## config.mk

```make
export PLATFORM = sky130hd
export DESIGN_NAME = axicb_mst_wr_sched_flat
export DESIGN_NICKNAME = d
export VERILOG_FILES = /design/src/rtl/axicb_mst_wr_sched_if.sv /design/src/rtl/axicb_mst_wr_sched.sv /design/src/flat_wrapper.sv
export SDC_FILE = /design/constraint.sdc
export NUM_CORES = 1
export LEC_CHECK = 0
export BUFFER_PORTS_ARGS = -buffer_cell sky130_fd_sc_hd__buf_2
export CORE_MARGIN = 4
export CORE_UTILIZATION = 52
export DETAILED_ROUTE_END_ITERATION = 7
export PLACE_DENSITY = 0.8
export REMOVE_ABC_BUFFERS = 1
export SLEW_MARGIN = 20
export SYNTH_ARGS = -nofsm -noshare
export SYNTH_HDL_FRONTEND = slang
export SYNTH_SLANG_ARGS = --single-unit
```

## constraint.sdc

```tcl
create_clock -name aclk -period 1.9 [get_ports aclk]
set_input_delay 0.19 -clock aclk [delete_from_list [all_inputs] [get_ports aclk]]
set_output_delay 0.19 -clock aclk [all_outputs]
set_load 0.03 [all_outputs]
```

## src/rtl/axicb_mst_wr_sched_if.sv

```systemverilog
// Write-scheduler handshake bundle: master requests, AW/B handshakes,
// and the grant/status outputs returned by the scheduler.
interface axicb_mst_wr_sched_if #(
  parameter int MST_NB = 4
);
  logic [MST_NB-1:0] req;
  logic              aw_hs;
  logic [MST_NB-1:0] b_hs;
  logic [MST_NB-1:0] grant;
  logic              grant_valid;
  logic [MST_NB-1:0] ostd_full;
  logic              ostd_err;
  logic              timeout_err;

  modport master (
    output req, aw_hs, b_hs,
    input  grant, grant_valid, ostd_full, ostd_err, timeout_err
  );

  modport slave (
    input  req, aw_hs, b_hs,
    output grant, grant_valid, ostd_full, ostd_err, timeout_err
  );
endinterface

```

## src/rtl/axicb_mst_wr_sched.sv

```systemverilog
// AW-channel scheduler for a crossbar slave port: priority + round-robin
// arbitration, per-master outstanding-write tracking and an AW-stall watchdog.
module axicb_mst_wr_sched #(
  parameter int MST_NB         = 4,
  parameter int MST0_PRIORITY  = 0,
  parameter int MST1_PRIORITY  = 0,
  parameter int MST2_PRIORITY  = 0,
  parameter int MST3_PRIORITY  = 0,
  parameter int OSTDREQ_NUM    = 4,
  parameter int TIMEOUT_ENABLE = 1,
  parameter int TIMEOUT_CYCLES = 1024
) (
  input  logic                 aclk,
  input  logic                 aresetn,
  input  logic                 srst,
  axicb_mst_wr_sched_if.slave  bus
);

  localparam int IDX_W = (MST_NB > 1) ? $clog2(MST_NB) : 1;
  localparam int CNT_W = $clog2(OSTDREQ_NUM + 1);
  localparam int PRIO [0:3] = '{MST0_PRIORITY, MST1_PRIORITY, MST2_PRIORITY, MST3_PRIORITY};

  typedef enum logic {IDLE, GRANTED} state_t;

  state_t            r_state, w_state_nxt;
  logic [MST_NB-1:0] r_grant, w_grant_nxt;
  logic [IDX_W-1:0]  r_last_gnt, w_last_gnt_nxt;
  logic [CNT_W-1:0]  r_cnt [MST_NB];
  logic              r_ostd_err;
  logic [MST_NB-1:0] w_full, w_elig, w_inc, w_underflow;
  logic [IDX_W-1:0]  w_winner;

  always_comb begin
    for (int i = 0; i < MST_NB; i++) begin
      w_full[i]      = (r_cnt[i] == CNT_W'(OSTDREQ_NUM));
      w_inc[i]       = (r_state == GRANTED) && bus.aw_hs && r_grant[i];
      w_underflow[i] = bus.b_hs[i] && !w_inc[i] && (r_cnt[i] == '0);
    end
  end

  assign w_elig = bus.req & ~w_full;

  // Highest priority level present first, then rotate from last_gnt+1.
  always_comb begin
    int                top;
    logic              found;
    logic [MST_NB-1:0] cand;
    top      = 0;
    found    = 1'b0;
    cand     = '0;
    w_winner = r_last_gnt;
    for (int i = 0; i < MST_NB; i++)
      if (w_elig[i] && (PRIO[i] > top)) top = PRIO[i];
    for (int i = 0; i < MST_NB; i++)
      cand[i] = w_elig[i] && (PRIO[i] == top);
    for (int k = 1; k <= MST_NB; k++)
      for (int i = 0; i < MST_NB; i++)
        if (!found && cand[i] && (i == ((int'(r_last_gnt) + k) % MST_NB))) begin
          found    = 1'b1;
          w_winner = IDX_W'(i);
        end
  end

  always_comb begin
    w_state_nxt    = r_state;
    w_grant_nxt    = r_grant;
    w_last_gnt_nxt = r_last_gnt;
    case (r_state)
      IDLE: begin
        if (|w_elig) begin
          w_state_nxt    = GRANTED;
          w_grant_nxt    = MST_NB'(1) << w_winner;
          w_last_gnt_nxt = w_winner;
        end
      end
      GRANTED: begin
        // Dropping req while granted abandons the grant without counting it.
        if (bus.aw_hs || !(|(bus.req & r_grant))) begin
          w_state_nxt = IDLE;
          w_grant_nxt = '0;
        end
      end
    endcase
  end

  always_ff @(posedge aclk or negedge aresetn) begin
    if (!aresetn) begin
      r_state    <= IDLE;
      r_grant    <= '0;
      r_last_gnt <= IDX_W'(MST_NB - 1);
    end else if (srst) begin
      r_state    <= IDLE;
      r_grant    <= '0;
      r_last_gnt <= IDX_W'(MST_NB - 1);
    end else begin
      r_state    <= w_state_nxt;
      r_grant    <= w_grant_nxt;
      r_last_gnt <= w_last_gnt_nxt;
    end
  end

  always_ff @(posedge aclk or negedge aresetn) begin
    if (!aresetn) begin
      for (int i = 0; i < MST_NB; i++) r_cnt[i] <= '0;
      r_ostd_err <= 1'b0;
    end else if (srst) begin
      for (int i = 0; i < MST_NB; i++) r_cnt[i] <= '0;
      r_ostd_err <= 1'b0;
    end else begin
      for (int i = 0; i < MST_NB; i++) begin
        if (w_inc[i] && !bus.b_hs[i])
          r_cnt[i] <= r_cnt[i] + CNT_W'(1);
        else if (!w_inc[i] && bus.b_hs[i] && (r_cnt[i] != '0))
          r_cnt[i] <= r_cnt[i] - CNT_W'(1);
      end
      r_ostd_err <= |w_underflow;
    end
  end

  generate
    if (TIMEOUT_ENABLE != 0) begin : g_wdog
      localparam int WD_W = $clog2(TIMEOUT_CYCLES);
      logic [WD_W-1:0] r_wdog;

      // Counter holds the GRANTED cycle index minus one, wrapping every TIMEOUT_CYCLES.
      always_ff @(posedge aclk or negedge aresetn) begin
        if (!aresetn)
          r_wdog <= '0;
        else if (srst)
          r_wdog <= '0;
        else if ((r_state != GRANTED) || bus.aw_hs)
          r_wdog <= '0;
        else if (r_wdog == WD_W'(TIMEOUT_CYCLES - 1))
          r_wdog <= '0;
        else
          r_wdog <= r_wdog + WD_W'(1);
      end

      assign bus.timeout_err = (r_state == GRANTED) && (r_wdog == WD_W'(TIMEOUT_CYCLES - 1));
    end else begin : g_no_wdog
      assign bus.timeout_err = 1'b0;
    end
  endgenerate

  assign bus.grant       = r_grant;
  assign bus.grant_valid = (r_state == GRANTED);
  assign bus.ostd_full   = w_full;
  assign bus.ostd_err    = r_ostd_err;

endmodule

```

## src/flat_wrapper.sv

```systemverilog
// flat-port wrapper written by rule: the top's interface ports become plain ports
module axicb_mst_wr_sched_flat 
#(
  parameter int MST_NB         = 4,
  parameter int MST0_PRIORITY  = 0,
  parameter int MST1_PRIORITY  = 0,
  parameter int MST2_PRIORITY  = 0,
  parameter int MST3_PRIORITY  = 0,
  parameter int OSTDREQ_NUM    = 4,
  parameter int TIMEOUT_ENABLE = 1,
  parameter int TIMEOUT_CYCLES = 1024
)
  (aclk, aresetn, srst, bus_req, bus_aw_hs, bus_b_hs, bus_grant, bus_grant_valid, bus_ostd_full, bus_ostd_err, bus_timeout_err);
  axicb_mst_wr_sched_if #(.MST_NB(MST_NB)) bus_i ();
  input  logic aclk;
  input  logic aresetn;
  input  logic srst;
  input wire logic [$bits(bus_i.req)-1:0] bus_req;
  input wire logic [$bits(bus_i.aw_hs)-1:0] bus_aw_hs;
  input wire logic [$bits(bus_i.b_hs)-1:0] bus_b_hs;
  output wire logic [$bits(bus_i.grant)-1:0] bus_grant;
  output wire logic [$bits(bus_i.grant_valid)-1:0] bus_grant_valid;
  output wire logic [$bits(bus_i.ostd_full)-1:0] bus_ostd_full;
  output wire logic [$bits(bus_i.ostd_err)-1:0] bus_ostd_err;
  output wire logic [$bits(bus_i.timeout_err)-1:0] bus_timeout_err;
  assign bus_i.req = bus_req;
  assign bus_i.aw_hs = bus_aw_hs;
  assign bus_i.b_hs = bus_b_hs;
  assign bus_grant = bus_i.grant;
  assign bus_grant_valid = bus_i.grant_valid;
  assign bus_ostd_full = bus_i.ostd_full;
  assign bus_ostd_err = bus_i.ostd_err;
  assign bus_timeout_err = bus_i.timeout_err;
  axicb_mst_wr_sched #(.MST_NB(MST_NB), .MST0_PRIORITY(MST0_PRIORITY), .MST1_PRIORITY(MST1_PRIORITY), .MST2_PRIORITY(MST2_PRIORITY), .MST3_PRIORITY(MST3_PRIORITY), .OSTDREQ_NUM(OSTDREQ_NUM), .TIMEOUT_ENABLE(TIMEOUT_ENABLE), .TIMEOUT_CYCLES(TIMEOUT_CYCLES)) u_core (.aclk(aclk), .aresetn(aresetn), .srst(srst), .bus(bus_i));
endmodule
```

==> impl_metrics.py <==
metrics = {
    "yosys": {
        "netlist_area_sq_mm": 0.00187,
        "synth_ff_type": "dfrtp_1",
        "synth-compound-area-share_pct": 18.5,
        "synthTopCellsByArea": "dfrtp_1, nand3_1, nor2_1",
        "synth-adder-area-share_pct": 4.96,
        "synthSimpleGateAreaFrac_pct": 25.8,
        "synth_top_cell_area_share_pct": 37.5,
        "synthXorXnorAreaFrac_pct": 5.63,
        "synth-seq-area-share_pct": 40.3,
        "synth_cell_types": 51,
        "synth_seq_cells": 30,
        "avgSynthCellArea_sq_um": 9.11,
        "yosysWarnings": 0,
        "synth_top_area_cell": "dfrtp_1",
        "syn_inst": 205,
        "async_flop_share_pct": 100,
        "synth_edf_count": 0,
        "synth_top_family_by_area": "simple AND/OR/NAND/NOR gates",
        "synthMuxAreaShare_pct": 0,
    },
    "die": {
        "start_util_pct": 55.1,
        "io-pin-count": 23,
        "die_w_um": 67.9,
        "rows": 21,
        "die_h_um": 67.9,
        "coreArea_sq_mm": 0.00339,
        "dieArea_sq_mm": 0.00461,
    },
    "sta": {
        "post-route-min-period_ns": 1.79,
        "hold-worst-slack_ns": 0.142,
        "finalHoldViolations": 0,
        "slew_viol_final": 0,
        "period_share_pct": 94.2,
        "setup_violations": 0,
        "worst_slew_pin_slew_ns": 0.674,
        "setup_slack_ns": 0.110,
        "skew_ns": 0.0138,
        "max_freq_ghz": 0.559,
        "slew_headroom_pct": 55.1,
    },
    "grt": {
        "grt_pass1_wl_um": 6720,
        "antenna_found_initial": 0,
        "grt_max_degree": 31,
        "track_usage_pct": 19.5,
        "gr-total-overflow": 0,
        "grt_pass1_vias": 1488,
    },
    "worst_hold_path": {
        "min_path_cells": 3,
        "hold_start": "bus_b_hs[1]",
        "hp-class": "input pin to flip-flop",
    },
    "routing": {
        "wirelength_um": 3760,
        "drt_iter0_markers": 94,
        "routedWlPerCell_um": 13.4,
        "via_count": 1556,
        "drc": 0,
        "vias_per_cell": 5.54,
        "drt_pass1_iterations": 4,
        "ant_nets": 0,
    },
    "critical_path": {
        "rr_startpoint": "u_core.r_cnt[9]$_DFFE_PN0P_",
        "critPathCaptureType": "flip-flop",
        "cp_data_required_time_ns": 2.11,
        "critPathLaunchType": "flip-flop",
        "ff2ff_path_depth": 5,
        "slowest_delay_ns": 0.45,
        "crit_path_top_delay_cell": "or3b_4",
        "cp_cell_sequence": "or3b_4, a211oi_2, a2bb2oi_2, a21oi_1, a32o_2",
        "path_class": "flip-flop to flip-flop",
        "path_max_fanout": 4,
        "crit_start": "u_core.r_cnt[9]$_DFFE_PN0P_",
        "crit_arrival_ns": 2.00,
    },
    "placed_design": {
        "dp_hpwl_um": 2850,
        "portBuffers": 22,
        "placed_cell_area_sq_mm": 0.00204,
        "place_ws_ns": 0.0283,
        "gp_congestion": 0.840,
    },
    "cts": {
        "cts_buffer_depth": 2,
        "htree_levels": 2,
        "clock_sinks": 30,
        "root_buffer": "clkbuf_4",
        "clk_pin_slew_ns": 0.10,
        "cts_tree": "done",
        "insertion_delay_ns": 0.32,
        "cts_made_buffers": 5,
    },
    "power": {
        "power_density_mw_per_mm2": 1170,
        "ir_drop_mv": 0.441,
        "power_leakage_nw": 0.983,
        "power_mw": 2.49,
    },
    "layout": {
        "antenna_cells": 0,
        "final_area_sq_mm": 0.00213,
        "nFillCells": 297,
        "multiInputGateArea_sq_mm": 0.00104,
        "drive_gt1_share_pct": 22.1,
        "layout.nets": 252,
        "syn2layout_area_growth_pct": 13.9,
        "final-seq-area_sq_um": 754,
        "finish.utilization_pct": 62.7,
    },
    "status": {
        "status": "finished, final reports clean",
    },
    "flow_run": {
        "max_cap_violations": 0,
    },
}
final cells by class:
| class | instances | share of cell area [%] |
|---|---|---|
| clock buffers | 7 | 2.12 |
| inverters | 18 | 3.24 |
| multi-input cells | 152 | 48.9 |
| flip-flops and latches | 30 | 35.5 |
| well taps | 46 | 2.71 |
| repair buffers | 28 | 7.53 |
worst max-delay path: cells and delay by family (launching register included):
family,cells,cell delay (ns)
flip-flops,1,0.41
AND/OR/NAND/NOR,1,0.45
AO/OA/AOI/OAI,4,0.82
sequential cells by signal, indices dropped and copies added, names as in the netlist:
name,flops
u_core.g_wdog.r_wdog,10
u_core.bus.ostd_err,1
u_core.bus.grant_valid,1
u_core.bus.grant,4
u_core.r_cnt,12
u_core.r_last_gnt,2
power by group:
| part | leakage (nW) | total [mW] | internal (mW) | switching, mW |
|---|---|---|---|---|
| logic | 0.565 | 1.18 | 0.487 | 0.690 |
| clock network | 0.0254 | 0.346 | 0.139 | 0.207 |
| registers | 0.393 | 0.969 | 0.805 | 0.164 |
| total | 0.983 | 2.49 | 1.43 | 1.06 |
worst paths after layout:
kind	to	slack, ns
worst max register to register	u_core.bus.grant[0]$_DFFE_PN0P_	0.11
worst min-delay path	u_core.bus.ostd_err$_DFF_PN0_	0.14
min in group asynchronous	u_core.g_wdog.r_wdog[7]$_DFF_PN0_	0.43
max in group asynchronous	u_core.bus.grant_valid$_DFF_PN0_	1.00
worst max-delay path	u_core.bus.grant[0]$_DFFE_PN0P_	0.11
worst min register to register	u_core.g_wdog.r_wdog[9]$_DFF_PN0_	0.56
through the flow:
stage	setup TNS, ns	cells
detailed placement	0	271
finish	0	281
CTS	0	279
floorplan	-0.0357	200
global placement	0	271
global route	-0.0257	281
synth_stat cells, types with 2 or more instances:
cell type  count
or3b_4         2
fa_1           4
nor3_1         5
a21oi_1        5
clkbuf_1       3
a32o_2         3
nor2_1        25
o22ai_1        2
a221oi_1       2
xor2_1         5
and3_1         2
o21ai_0       16
nand3_1       19
or3b_1         2
nand2b_1       2
and4b_1        4
a31oi_1        3
xnor2_1        7
inv_1         16
and2_1         4
nand2_1       14
dfstp_2        2
nand4_1        2
o211ai_1       2
dfrtp_1       28
cells in the final DEF, fill, tap and decap left out, drive strengths merged, types with 2 or more instances in the layout:
cell type | Yosys | final
fa | 4 | 4
and2 | 6 | 6
a221oi | 2 | 2
or3b | 4 | 4
buf | 2 | 27
xor2 | 5 | 5
a21oi | 5 | 5
and4b | 4 | 4
clkinv | 2 | 2
nand3 | 19 | 19
a31oi | 4 | 4
nor2 | 26 | 26
xnor2 | 7 | 7
and3 | 2 | 2
a22oi | 2 | 2
a32o | 4 | 4
o211ai | 2 | 2
a211oi | 2 | 2
o22ai | 2 | 2
dfrtp | 28 | 28
nand4 | 2 | 2
nand2b | 2 | 2
clkbuf | 3 | 7
nor3 | 6 | 6
nand2 | 15 | 15
inv | 16 | 16
dfstp | 2 | 2
o21ai | 17 | 17
metal layers:
layer	share of wire, %	GRT usage, %	vias up
met2	48	33.2	25
met1	47	24.3	742
li1	-	-	785
met5	0	0	-
met3	3.9	4.93	4
met4	0.98	5.96	0
logic make-up (layout without fill, tap and decap cells):
logic type | Yosys count | after routing
xor gates and xnor gates | 12 | 12
buffers and inverters | 23 | 53
DFF | 30 | 30
adders and majority gates | 5 | 5
AOI/OAI and AO/OA | 46 | 46
and+or+nand+nor | 89 | 89
what timing repair did:
item,CTS,global route
gates resized for setup,0,6
endpoints found under the setup margin,0,13
hold buffers,1,0
endpoints found under the hold margin,28,0
setup buffers,0,2
(Power assumes the default switching activity.)
